==> src/rtl/vram_arbiter.sv <==
// VDU character RAM arbiter: video fetches take priority over Z180 CPU accesses.
// Each access holds the SRAM for RAM_CYCLES clocks; accesses are separated by at least one idle cycle.
module vram_arbiter #(
  parameter int unsigned ADDR_W     = 11,
  parameter int unsigned DATA_W     = 8,
  parameter int unsigned RAM_CYCLES = 2
) (
  input  logic              clk,
  input  logic              rst,
  input  logic              vid_req,
  input  logic [ADDR_W-1:0] vid_addr,
  output logic [DATA_W-1:0] vid_data,
  output logic              vid_valid,
  output logic              vid_ovr,
  input  logic              cpu_req,
  input  logic              cpu_we,
  input  logic [ADDR_W-1:0] cpu_addr,
  input  logic [DATA_W-1:0] cpu_wdata,
  output logic [DATA_W-1:0] cpu_rdata,
  output logic              cpu_ack,
  output logic              cpu_wait,
  output logic [ADDR_W-1:0] ram_addr,
  output logic [DATA_W-1:0] ram_din,
  input  logic [DATA_W-1:0] ram_dout,
  output logic              ram_oe,
  output logic              ram_we
);

  typedef enum logic [1:0] {IDLE, VID, CPU} state_t;

  localparam logic [1:0] CNT_LAST = 2'(RAM_CYCLES);

  state_t            state_q, state_d;
  logic [1:0]        cnt_q, cnt_d;
  logic              vid_pend_q, vid_pend_d;
  logic [ADDR_W-1:0] vid_addr_q, vid_addr_d;
  logic              vid_ovr_q, vid_ovr_d;
  logic              armed_q, armed_d;
  logic [ADDR_W-1:0] cpu_addr_q, cpu_addr_d;
  logic [DATA_W-1:0] cpu_wdata_q, cpu_wdata_d;
  logic              cpu_we_q, cpu_we_d;
  logic [DATA_W-1:0] vid_data_q, vid_data_d;
  logic              vid_valid_q, vid_valid_d;
  logic [DATA_W-1:0] cpu_rdata_q, cpu_rdata_d;
  logic              cpu_ack_q, cpu_ack_d;
  logic [ADDR_W-1:0] ram_addr_q, ram_addr_d;
  logic [DATA_W-1:0] ram_din_q, ram_din_d;
  logic              ram_oe_q, ram_oe_d;
  logic              ram_we_q, ram_we_d;

  always_comb begin
    state_d     = state_q;
    cnt_d       = cnt_q;
    vid_pend_d  = vid_pend_q;
    vid_addr_d  = vid_addr_q;
    vid_ovr_d   = vid_ovr_q;
    armed_d     = armed_q;
    cpu_addr_d  = cpu_addr_q;
    cpu_wdata_d = cpu_wdata_q;
    cpu_we_d    = cpu_we_q;
    vid_data_d  = vid_data_q;
    vid_valid_d = 1'b0;
    cpu_rdata_d = cpu_rdata_q;
    cpu_ack_d   = 1'b0;
    ram_addr_d  = ram_addr_q;
    ram_din_d   = ram_din_q;
    ram_oe_d    = 1'b0;
    ram_we_d    = 1'b0;

    case (state_q)
      IDLE: begin
        if (vid_pend_q | vid_req) begin
          state_d = VID;
          cnt_d   = 2'd1;
        end else if (cpu_req & armed_q) begin
          state_d     = CPU;
          cnt_d       = 2'd1;
          cpu_addr_d  = cpu_addr;
          cpu_wdata_d = cpu_wdata;
          cpu_we_d    = cpu_we;
        end
      end
      VID: begin
        if (cnt_q == CNT_LAST) begin
          vid_data_d  = ram_dout;
          vid_valid_d = 1'b1;
          vid_pend_d  = 1'b0;
          state_d     = IDLE;
          cnt_d       = '0;
        end else begin
          cnt_d = cnt_q + 2'd1;
        end
      end
      CPU: begin
        if (cnt_q == CNT_LAST) begin
          if (!cpu_we_q) cpu_rdata_d = ram_dout;
          cpu_ack_d = 1'b1;
          // armed drops at completion (not at entry) so WAIT stays asserted for the whole access
          armed_d   = 1'b0;
          state_d   = IDLE;
          cnt_d     = '0;
        end else begin
          cnt_d = cnt_q + 2'd1;
        end
      end
      default: begin
        state_d = IDLE;
        cnt_d   = '0;
      end
    endcase

    // A request landing on the completing cycle stays pending for the next fetch
    if (vid_req) begin
      vid_pend_d = 1'b1;
      vid_addr_d = vid_addr;
      if (vid_pend_q) vid_ovr_d = 1'b1;
    end
    if (!cpu_req) armed_d = 1'b1;

    case (state_d)
      VID: begin
        ram_oe_d = 1'b1;
        if (state_q != VID) ram_addr_d = vid_addr_d;
      end
      CPU: begin
        ram_addr_d = cpu_addr_d;
        ram_oe_d   = ~cpu_we_d;
        ram_we_d   = cpu_we_d & (cnt_d >= 2'd2);
        if (cpu_we_d) ram_din_d = cpu_wdata_d;
      end
      default: ;
    endcase
  end

  always_ff @(posedge clk) begin
    if (rst) begin
      state_q     <= IDLE;
      cnt_q       <= '0;
      vid_pend_q  <= 1'b0;
      vid_addr_q  <= '0;
      vid_ovr_q   <= 1'b0;
      armed_q     <= 1'b1;
      cpu_addr_q  <= '0;
      cpu_wdata_q <= '0;
      cpu_we_q    <= 1'b0;
      vid_data_q  <= '0;
      vid_valid_q <= 1'b0;
      cpu_rdata_q <= '0;
      cpu_ack_q   <= 1'b0;
      ram_addr_q  <= '0;
      ram_din_q   <= '0;
      ram_oe_q    <= 1'b0;
      ram_we_q    <= 1'b0;
    end else begin
      state_q     <= state_d;
      cnt_q       <= cnt_d;
      vid_pend_q  <= vid_pend_d;
      vid_addr_q  <= vid_addr_d;
      vid_ovr_q   <= vid_ovr_d;
      armed_q     <= armed_d;
      cpu_addr_q  <= cpu_addr_d;
      cpu_wdata_q <= cpu_wdata_d;
      cpu_we_q    <= cpu_we_d;
      vid_data_q  <= vid_data_d;
      vid_valid_q <= vid_valid_d;
      cpu_rdata_q <= cpu_rdata_d;
      cpu_ack_q   <= cpu_ack_d;
      ram_addr_q  <= ram_addr_d;
      ram_din_q   <= ram_din_d;
      ram_oe_q    <= ram_oe_d;
      ram_we_q    <= ram_we_d;
    end
  end

  assign vid_data  = vid_data_q;
  assign vid_valid = vid_valid_q;
  assign vid_ovr   = vid_ovr_q;
  assign cpu_rdata = cpu_rdata_q;
  assign cpu_ack   = cpu_ack_q;
  assign cpu_wait  = cpu_req & armed_q & ~cpu_ack_q;
  assign ram_addr  = ram_addr_q;
  assign ram_din   = ram_din_q;
  assign ram_oe    = ram_oe_q;
  assign ram_we    = ram_we_q;

endmodule
==> config.mk <==
export PLATFORM = sky130hd
export DESIGN_NAME = vram_arbiter
export DESIGN_NICKNAME = d
export VERILOG_FILES = /design/src/rtl/vram_arbiter.sv
export SDC_FILE = /design/constraint.sdc
export NUM_CORES = 1
export LEC_CHECK = 0
export ABC_AREA = 1
export BUFFER_PORTS_ARGS = -buffer_cell sky130_fd_sc_hd__buf_2
export CAP_MARGIN = 20
export CORE_ASPECT_RATIO = 0.7
export CORE_MARGIN = 2
export CORE_UTILIZATION = 39
export DETAILED_ROUTE_END_ITERATION = 6
export GPL_ROUTABILITY_DRIVEN = 0
export PLACE_DENSITY = 0.66
export SETUP_SLACK_MARGIN = 0.1
export SLEW_MARGIN = 20
export SYNTH_ARGS = -nofsm -noshare
export SYNTH_HDL_FRONTEND = slang
export SYNTH_SLANG_ARGS = --single-unit
==> constraint.sdc <==
create_clock -name clk -period 2.1 [get_ports clk]
set_clock_uncertainty 0.05 [all_clocks]
set_input_delay 0.21 -clock clk [delete_from_list [all_inputs] [get_ports clk]]
set_output_delay 0.21 -clock clk [all_outputs]
set_load 0.05 [all_outputs]
==> summary.md <==
| Metric | Value |
|---|---|
| Worst Hold Class | primary input to flip-flop |
| Worst path max stage delay | 0.38 ns |
| Post-DR wirelength/cell | 12.52 um |
| Final Max Tran Viols | 0 |
| Clock power frac | 41.5% |
| Synth top area share | 45.77% |
| Io pins | 84 |
| CP dominant cell by count | inv_4 |
| Sequential share of the synthesized area | 45.77% |
| Layout cells sized above 1 | 26.61% |
| Placed insts | 644 |
| RSZ-0062 raised after global routing | true |
| Logic pwr share | 20.5% |
| Status | completed |
| Element type at the critical path start | flip-flop |
| Root buffer cell | clkbuf_16 |
| CTS Hold Bufs | 0 |
| Worst EP arrival | 2.16 ns |
| Most frequent cells in the layout | buf_2 (83), nor2_1 (81), dfxtp_1 (75), nand2_1 (74), inv_1 (72) |
| Pin count of the biggest net entering global routing | 38 |
| Grt ovf | 0 |
| Die Width | 115.1 um |
| Core Region | 8408 um2 |
| R2r startpoint | state_q[0] |
| Slew @ Worst Pin | 0.3882 ns |
| HPWL after DPL | 5.664 mm |
| 1st-pass router iterations | 4 |
| Total clock sinks | 77 |
| Largest area contributor in the netlist | dfxtp_1 |
| R2R Setup Slk | 0.10 ns |
| Commonest non-fill, non-tap cell in the layout | buf_2 |
| Fmax | 0.5005 GHz |
| Worst Hold Path EP | armed_q |
| Die height | 81.76 um |
| Area delta synth->final | 30.16% |
| Avg Cell Area, Syn | 7.182 um2 |
| Synth Instances | 469 |
| Critical-path maximum fanout | 5 |
| # DRC | 0 |
| Die area | 9408 um2 |
| Hold path start | cpu_req |
| WP data required | 2.26 ns |
| Synthesized Nets | 518 |
| ANT nets after route | 0 |
| Clk_lat worst skew | 0.32 ns |
| Final setup viols | 0 |
| Clock tree from TritonCTS | built |
| Net Sw Frac | 28.50% |
| Initial core utilization | 40.06% |
| CP cell instances | inv_4 -> ha_4 -> nand3_2 -> nand2_2 -> nand2_4 -> inv_4 -> ha_4 -> inv_4 -> o21ai_4 -> clkinvlp_4 -> o21ai_2 -> a21oi_1 |
| Reg2Reg Depth | 12 |
| Drt via density | 4.602 |
| CTS buffer count | 9 |
| Drt initial violations | 166 |
| Critical-path top delay cell | dfxtp_4 |
| Total routed wirelength | 8.325 mm |
| Cell-internal power | 3070 uW |
| GRT Total Usage | 17.40% |
| Crit path buffers/inverters | 4 |
| ANT cells | 0 |
| Warnings, synthesis | 0 |
| Worst vdd rail ir drop | 466.5 uV |
| CTS max path bufs | 2 |
| Crit path max-delay family | adder cells |
| Via Count | 3060 |
| Hold Fails Final Rpt | 0 |
| Final Power | 4294 uW |
| Post-layout net count | 605 |
| Synth area leaders | dfxtp_1 (46%), nor2_1 (9.0%), inv_1 (8.7%) |
| FF+latch count, synth | 77 |
| Reg clk slew, reported paths | 0.05 ns |
| Final period utilization | 95.15% |
| Sw Pwr | 1224 uW |
| Final Non-Filler Cells | 665 |
| LEAKAGE | 0.002233 uW |
| Worst Setup End Kind | flip-flop |
| Worst hold path depth | 2 |
| Post-synthesis cell area | 3368 um2 |
| Max-cap violations | 0 |
| H-tree depth | 3 |
| Unique masters post-synth | 29 |
| # rows | 28 |
| Pwr dens | 979.5 nW/um2 |
| Seq pwr share | 38.0% |
| Max_slew headroom | 74.12% |
| Vias in the first global route | 2822 |
| Initial antenna violation count | 0 |
| Fin crit period | 1.998 ns |
| R2r endpoint | ram_addr[7] |
| Critical path class | flip-flop to flip-flop |
| Hold slack | 0.04020 ns |
| Port bufs | 83 |
| First-pass GRT wire length | 12.88 mm |
-- per-layer routing --
metal | GRT usage (%) | vias up | part of all wire [%]
li1 | - | 1611 | -
met1 | 23.75 | 1355 | 51
met2 | 26.59 | 85 | 42
met3 | 5.535 | 9 | 6.5
met4 | 4.819 | 0 | 0.89
met5 | 0 | - | 0
-- synth_stat cells --
| cell type | n |
|---|---|
| nor2_1 | 81 |
| o211ai_1 | 1 |
| a21oi_1 | 22 |
| dfxtp_1 | 77 |
| nor2_2 | 2 |
| nand3_4 | 1 |
| nand2_1 | 78 |
| buf_1 | 1 |
| or2_1 | 11 |
| o21ai_0 | 28 |
| a21oi_2 | 1 |
| nand2_2 | 3 |
| inv_2 | 3 |
| nor2_4 | 1 |
| clkinv_1 | 2 |
| a32oi_1 | 1 |
| buf_6 | 4 |
| nor3_1 | 2 |
| nor2_8 | 1 |
| ha_1 | 6 |
| o21a_1 | 11 |
| nand4_1 | 10 |
| nand3_1 | 24 |
| buf_4 | 1 |
| nand3_2 | 1 |
| inv_1 | 78 |
| o21ai_1 | 1 |
| buf_2 | 7 |
| clkbuf_1 | 10 |
-- state kept, by name (all words and copies together) (netlist names), 2 cells and up --
| signal | cells |
|---|---|
| vid_addr_q | 11 |
| ram_din | 8 |
| cpu_wdata_q | 8 |
| state_q | 2 |
| vid_data | 8 |
| cpu_addr_q | 11 |
| cpu_rdata | 8 |
| ram_addr | 11 |
| cnt_q | 2 |
-- repair_timing --
action / CTS / global route
pin swaps: 0 / 8
endpoints found under the hold margin: 0 / 0
gates cloned: 0 / 1
setup endpoints to repair: 20 / 20
resized for setup: 7 / 33
setup buffers: 1 / 4
-- stage by stage --
step	setup WS (ns)	setup TNS, ns	utilization (%)	instance area (um2)
floorplan	0.1179	0	-	3391
global placement	0.08114	0	46.13	3879
detailed placement	-0.02837	-0.1309	46.13	3879
CTS	0.1142	0	50.63	4257
global route	0.02527	0	52.14	4384
finish	0.1019	0	52.14	4384
-- power by group through the flow --
stage | clock [uW] | sequential, uW | combinational (uW)
finish | 1780 | 1630 | 879
floorplan | 0 | 1840 | 384
detailed placement | 0 | 1650 | 765
global route | 1880 | 1640 | 952
global placement | 0 | 1650 | 743
CTS | 1810 | 1630 | 784
-- kinds of logic (layout without fill, tap and decap cells) --
group                    after synthesis  in the layout  synth area share [%]
AND/OR/NAND/NOR                      215            215                 28.16
buffers and inverters                106            197                 13.08
flip-flops                            77             77                 45.77
AO/OA/AOI/OAI                         65             65                 10.77
adder cells (fa/ha/maj)                6              6                 2.229
-- worst register-to-register path: cells and delay by family, from the launching register on --
kind / cells / cell delay, ns
flip-flops: 1 / 0.38
AND/OR/NAND/NOR: 3 / 0.25
AO/OA/AOI/OAI: 3 / 0.41
buffers and inverters: 4 / 0.38
adder cells (fa/ha/maj): 2 / 0.43
-- layout make-up --
cell class | count | area [um2]
repair buffers | 98 | 539.3
clock inverters | 4 | 95.09
inverters | 83 | 326.6
multi-input cells | 286 | 1485
flip-flops and latches | 77 | 1546
clock buffers | 11 | 252.7
well taps | 105 | 131.4
fillers | 802 | 4024
repair inverters | 1 | 7.507
-- worst max path at each step --
stage	startpoint	end	slack, ns	cells after the start
after floorplan	state_q[0]	ram_addr[1]	0.12	15
after global placement	state_q[0]	ram_addr[6]	0.08	12
after detailed placement	state_q[0]	ram_addr[7]	-0.03	13
after CTS	state_q[0]	ram_addr[6]	0.11	13
after global routing	state_q[0]	ram_addr[7]	0.03	12
final	state_q[0]	ram_addr[7]	0.10	12
No activity file was read; power rests on OpenSTA's default activity.
